`config.mk`:
```
export PLATFORM = sky130hd
export DESIGN_NAME = fetch_unit
export DESIGN_NICKNAME = d
export VERILOG_FILES = /design/src/rtl/fetch_pkg.sv /design/src/rtl/fetch_fifo.sv /design/src/rtl/fetch_unit.sv
export SDC_FILE = /design/constraint.sdc
export NUM_CORES = 1
export LEC_CHECK = 0
export CAP_MARGIN = 25
export CORE_ASPECT_RATIO = 1.1
export CORE_UTILIZATION = 30
export DETAILED_ROUTE_END_ITERATION = 6
export GPL_TIMING_DRIVEN = 0
export PLACE_DENSITY = 0.52
export SETUP_SLACK_MARGIN = 0.5
export SKIP_CTS_REPAIR_TIMING = 1
export SLEW_MARGIN = 30
export SYNTH_ARGS = -nofsm -noshare
export SYNTH_HDL_FRONTEND = slang
export SYNTH_SLANG_ARGS = --single-unit
```
`constraint.sdc`:
```
create_clock -name clk -period 2.6 [get_ports clk]
set_clock_uncertainty 0.15 [all_clocks]
set_input_delay 0.39 -clock clk [delete_from_list [all_inputs] [get_ports clk]]
set_output_delay 0.39 -clock clk [all_outputs]
set_load 0.03 [all_outputs]
```
`src/rtl/fetch_pkg.sv`:
```
// fetch_pkg: shared types and constants for the fetch stage.
//   fetch_state_t : fetch FSM states (WAIT after reset release, then RUN)
//   INSTR_BYTES   : PC increment per fetched instruction
//   CNT_W         : width of the FIFO occupancy count (covers DEPTH up to 4)
//   fetch_entry_t : {pc, instr} pair carried through the fetch FIFO
package fetch_pkg;

    typedef enum logic {
        WAIT = 1'b0,
        RUN  = 1'b1
    } fetch_state_t;

    localparam int unsigned INSTR_BYTES = 4;
    localparam int unsigned CNT_W       = 3;

    typedef struct packed {
        logic [31:0] pc;
        logic [31:0] instr;
    } fetch_entry_t;

endpackage

```
`src/rtl/fetch_fifo.sv`:
```
// fetch_fifo: small circular FIFO of fetch entries between fetch and decode.
//   clk, rst_n     : clock, asynchronous active-low reset
//   push, wr_data  : write wr_data at the tail
//   pop            : retire the head entry
//   flush          : empty the FIFO; overrides push and pop
//   rd_data        : head entry (held stable until popped)
//   full, empty    : occupancy flags
//   count          : number of valid entries
// DEPTH must be a power of two (2 or 4) so the pointers wrap naturally.
module fetch_fifo
    import fetch_pkg::*;
#(
    parameter int DEPTH = 2
) (
    input  logic             clk,
    input  logic             rst_n,
    input  logic             push,
    input  logic             pop,
    input  logic             flush,
    input  fetch_entry_t     wr_data,
    output fetch_entry_t     rd_data,
    output logic             full,
    output logic             empty,
    output logic [CNT_W-1:0] count
);

    localparam int PW = (DEPTH > 1) ? $clog2(DEPTH) : 1;

    fetch_entry_t     mem_q [DEPTH];
    fetch_entry_t     mem_d [DEPTH];
    logic [PW-1:0]    wr_ptr_q, wr_ptr_d;
    logic [PW-1:0]    rd_ptr_q, rd_ptr_d;
    logic [CNT_W-1:0] count_q, count_d;

    always_comb begin
        mem_d    = mem_q;
        wr_ptr_d = wr_ptr_q;
        rd_ptr_d = rd_ptr_q;
        count_d  = count_q;
        if (flush) begin
            wr_ptr_d = '0;
            rd_ptr_d = '0;
            count_d  = '0;
        end else begin
            // When full, push and pop together target the same slot; the
            // old head is being retired in this cycle, so overwriting is safe.
            if (push) begin
                mem_d[wr_ptr_q] = wr_data;
                wr_ptr_d        = wr_ptr_q + PW'(1);
            end
            if (pop) begin
                rd_ptr_d = rd_ptr_q + PW'(1);
            end
            count_d = count_q + CNT_W'(push) - CNT_W'(pop);
        end
    end

    always_ff @(posedge clk or negedge rst_n) begin
        if (!rst_n) begin
            for (int i = 0; i < DEPTH; i++) mem_q[i] <= '0;
            wr_ptr_q <= '0;
            rd_ptr_q <= '0;
            count_q  <= '0;
        end else begin
            mem_q    <= mem_d;
            wr_ptr_q <= wr_ptr_d;
            rd_ptr_q <= rd_ptr_d;
            count_q  <= count_d;
        end
    end

    assign rd_data = mem_q[rd_ptr_q];
    assign full    = (count_q == CNT_W'(DEPTH));
    assign empty   = (count_q == '0);
    assign count   = count_q;

endmodule

```
`src/rtl/fetch_unit.sv`:
```
// fetch_unit: front-end fetch stage. Owns the PC, reads instruction_memory
// combinationally at pc, and queues {pc, instr} pairs for decode.
//   clk, reset          : clock, asynchronous active-low reset
//   pc                  : registered fetch address to instruction memory
//   instruction_code    : word returned by memory at pc
//   redirect_valid/_pc  : branch/jump redirect from execute (flushes queue)
//   if_valid/if_ready   : decode handshake; if_instr/if_pc are the head entry
//   misalign_err        : one-cycle pulse after a redirect with pc[1:0] != 0
// Optional feature macro FETCH_STATS_EN adds fetch_count (pushes) and
// stall_count (RUN cycles with the queue full and no pop).
module fetch_unit
    import fetch_pkg::*;
#(
    parameter logic [31:0] RESET_PC = 32'h0000_0000,
    parameter int          DEPTH    = 2
) (
    input  logic        clk,
    input  logic        reset,
    output logic [31:0] pc,
    input  logic [31:0] instruction_code,
    input  logic        redirect_valid,
    input  logic [31:0] redirect_pc,
    output logic        if_valid,
    input  logic        if_ready,
    output logic [31:0] if_instr,
    output logic [31:0] if_pc,
    output logic        misalign_err
`ifdef FETCH_STATS_EN
    ,
    output logic [31:0] fetch_count,
    output logic [31:0] stall_count
`endif
);

    fetch_state_t     state_q, state_d;
    logic [31:0]      pc_q, pc_d;
    logic             misalign_q, misalign_d;
    logic             push, pop;
    logic             fifo_full, fifo_empty;
    logic [CNT_W-1:0] fifo_count_unused;  // occupancy, kept for debug visibility
    fetch_entry_t     wr_entry, head;

    assign wr_entry = '{pc: pc_q, instr: instruction_code};

    always_comb begin
        pop     = if_valid && if_ready;
        // Redirect wins: nothing is pushed in a redirect cycle.
        push    = (state_q == RUN) && !redirect_valid && (!fifo_full || pop);
        // WAIT only lasts one cycle, whatever else happens.
        state_d = RUN;
        pc_d    = pc_q;
        if (redirect_valid) begin
            pc_d = {redirect_pc[31:2], 2'b00};
        end else if (push) begin
            pc_d = pc_q + 32'(INSTR_BYTES);
        end
        misalign_d = redirect_valid && (redirect_pc[1:0] != 2'b00);
    end

    always_ff @(posedge clk or negedge reset) begin
        if (!reset) begin
            state_q    <= WAIT;
            pc_q       <= RESET_PC;
            misalign_q <= 1'b0;
        end else begin
            state_q    <= state_d;
            pc_q       <= pc_d;
            misalign_q <= misalign_d;
        end
    end

    fetch_fifo #(.DEPTH(DEPTH)) u_fifo (
        .clk     (clk),
        .rst_n   (reset),
        .push    (push),
        .pop     (pop),
        .flush   (redirect_valid),
        .wr_data (wr_entry),
        .rd_data (head),
        .full    (fifo_full),
        .empty   (fifo_empty),
        .count   (fifo_count_unused)
    );

    assign pc           = pc_q;
    assign if_valid     = !fifo_empty;
    assign if_instr     = head.instr;
    assign if_pc        = head.pc;
    assign misalign_err = misalign_q;

`ifdef FETCH_STATS_EN
    logic [31:0] fetch_count_q, fetch_count_d;
    logic [31:0] stall_count_q, stall_count_d;

    always_comb begin
        fetch_count_d = fetch_count_q + 32'(push);
        stall_count_d = stall_count_q + 32'((state_q == RUN) && fifo_full && !pop);
    end

    always_ff @(posedge clk or negedge reset) begin
        if (!reset) begin
            fetch_count_q <= '0;
            stall_count_q <= '0;
        end else begin
            fetch_count_q <= fetch_count_d;
            stall_count_q <= stall_count_d;
        end
    end

    assign fetch_count = fetch_count_q;
    assign stall_count = stall_count_q;
`endif

endmodule

```
==> reports/qor.yml <==
global_routing:
  overflow: 0
  antenna_found_initial: 0
  grt_pass1_wl_um: 32310
  grt_max_degree: 72
  top_usage_layer: "met2"
  grt_use_met2: 0.2702
  grtUsageTotal: 0.1600
  grt_pass1_vias: 5647
  met1_usage: 0.2038
  use_met3: 0.03301
timing:
  fin_crit_sh: 0.8839
  setup_viol: 0
  min_period_ns: 2.298
  slew_headroom: 0.5258
  hold_viol: 0
  rsz0062_at_grt: "yes"
  fmax_mhz: 435.1
  final-max-slew-violation-count: 0
  tightest_slew_ns: 0.7112
  fin_setup_tns_ns: 0
  setup_slack_ns: 0.3018
synth:
  synthesis.area_sq_um: 7824
  synthDistinctLibCells: 45
  yosysTopAreaCell: "dfrtp_1"
  synth_compound_area_frac: 0.04062
  synth_area_per_cell_sq_um: 13.85
  postSynthCellCount: 565
  netlist.area_leader.share: 0.5150
  async_flop_share: 1.000
  ys.warnings.count: 0
  synth_edf_count: 0
  synth.yosys.seq_area_share: 0.5150
  synthAdderAreaFrac: 0.007356
  synth-xor-area-share: 0.01343
  synth_top_family_by_area: "multiplexers"
  synth-simple-area-share: 0.08156
  synth_seq_cells: 161
  synth.area.mux_share: 0.2978
  synth.area.top_cells: "dfrtp_1 (51%), mux2_2 (18%), mux2_4 (12%)"
  ys.flop_type: "dfrtp_1"
clock_tree:
  insertion_delay_ns: 0.42
  cts_buffer_depth: 2
  numCtsBuffers: 17
  htree_num_levels: 4
  numClockSinks: 161
  tritoncts: "built"
  clkSlewWorstSetupHoldPaths_ns: 0.07
  clock-root-buffer: "clkbuf_16"
cells_and_area:
  final_layout_size_suffix_gt1_frac: 0.4657
  insertedDiodeCount: 0
  area_delta_synth_final_pct: 40.64
  design_area_sq_um: 11000
  nets: 848
power:
  power_leakage_uw: 0.004989
  ir_worst_vdd_v: 0.0006006
  power.density_nw_per_um2: 1085
floorplan:
  start_util: 0.3078
  fp-row-count: 61
  ios: 166
  coreArea_sq_um: 25420
  die_h_um: 171.4
  die_w_um: 156.0
  die_area_sq_um: 26730
drt:
  drt_first_pass_iters: 4
  vias_per_cell: 4.720
  drt_wl_total_um: 21720
  routedWlPerCell_um: 19.16
  vias: 5353
  drtAntennaViolNets: 0
  drt-initial-drc-count: 235
  remaining_drc_errors: 0
place:
  pre_cts_ws_ns: -0.5514
  hpwlAfterDp_um: 14580
  place_area_sq_um: 9975
  gp_congestion: 0.8081
  portBuffers: 161
setup_path:
  crit_type: "flop to output port"
  crit_path_end: "if_pc[21]"
  cp_top_family: "buffers and inverters"
  cp_slowest_stage_delay_ns: 0.42
  startpoint: "u_fifo.rd_ptr_q"
  worst-path-max-fanout: 6
  crit_path_end_kind: "output port"
  r2r-start: "u_fifo.count[2]"
  slowest_stage: "dfrtp_2"
  crit_top_cell: "buf_12"
  worstPathArrival_ns: 1.76
  path_depth: 5
  r2r_setup_slack_ns: 0.37
  r2r-end: "u_fifo.count[1]"
  crit_chain: "buf_12, buf_4, buf_12, mux2_2, buf_2"
  cp.required_ns: 2.06
  start_kind: "flop"
  r2r_cells: 6
  path_buf_inv: 4
min_path:
  hold_class: "input pin to async pin"
run:
  drv_cap: 0
outcome:
  run_status: "complete, no violations"
-- cells in the final DEF (no fill, tap or decap), drive strengths merged, types with 4 or more instances in the layout --
cell,Yosys,layout
or3,4,4
a31oi,18,18
nand4,7,8
o31ai,15,15
and3,8,8
nand3,13,13
or4,17,17
mux2,186,186
nand2,24,26
xor2,9,9
dlymetal6s2s,0,33
clkbuf,13,34
clkdlybuf4s50,0,66
nor2,24,24
conb,2,5
clkinvlp,0,4
dfrtp,161,161
buf,24,107
inv,6,11
o21ai,12,12
-- metal layers --
| layer | vias to the layer above | routed length [um] |
|---|---|---|
| met1 | 2714 | 9465 |
| li1 | 2488 | - |
| met5 | - | 0 |
| met4 | 0 | 303 |
| met2 | 132 | 10940 |
| met3 | 19 | 1018 |
-- sequential cells by signal, indices dropped and copies added (netlist names) --
register	flops
misalign_err	1
pc	30
state_q	1
u_fifo.count	3
u_fifo.mem_q	124
u_fifo.rd_ptr_q	1
u_fifo.wr_ptr_q	1
-- power breakdown --
group	internal [uW]	switching (uW)
Clock	1330	1080
Combinational	2790	2710
Sequential	3440	590
Total	7560	4380
-- logic make-up (layout without fill, tap and decap cells) --
logic type      count (synthesis)  in the layout
other cells                     2              5
simple gates                  107            110
flops                         161            161
compound gates                 49             49
fa+ha+maj                       4              4
xor+xnor                       12             12
buf+inv                        43            260
mux                           187            187
-- layout make-up --
cell class / count / area (sq um)
Buffer: 37 / 454.2
Clock buffer: 18 / 429.2
Clock inverter: 13 / 128.9
Fill cell: 2352 / 14410
Inverter: 6 / 22.52
Multi-Input combinational cell: 367 / 3595
Sequential cell: 161 / 4043
Tap cell: 346 / 432.9
Timing Repair Buffer: 186 / 1898
-- metrics by stage --
stage | power [uW] | utilization | cells | hold WS, ns
after floorplan | 7532 | - | 568 | -0.05559
after global placement | 9420 | 0.3901 | 1075 | 0.3134
after detailed placement | 9579 | 0.3925 | 1077 | 0.1433
after CTS | 12080 | 0.4144 | 1108 | -0.3225
after global routing | 12600 | 0.4329 | 1134 | 0.3127
final | 11940 | 0.4329 | 1134 | 0.2936
-- cells in the mapped netlist (all sizes together) (6+ instances only) --
cell type / n
nand4: 7
o31ai: 15
inv: 6
xor2: 9
a31oi: 18
o21ai: 12
buf: 24
nand3: 13
or4: 17
nand2: 24
clkbuf: 13
nor2: 24
dfrtp: 161
and3: 8
mux2: 186
-- worst reg2reg max path: stages (launching register included) --
cell,delay [ns]
dfrtp_1,0.41
or4b_4,0.57
and3_4,0.28
ha_4,0.18
inv_2,0.05
fa_2,0.42
nor2_2,0.10
-- worst min-delay path by stage --
stage                          start  cells after the start                to
floorplan                      reset                      0      misalign_err
global placement    u_fifo.mem_q[83]                      1  u_fifo.mem_q[83]
detailed placement             reset                      1   u_fifo.mem_q[7]
CTS                            reset                      1   u_fifo.mem_q[7]
global route                   reset                      2   u_fifo.mem_q[7]
finish                         reset                      2  u_fifo.mem_q[71]
Note: power is estimated with default switching activity, not from simulation.
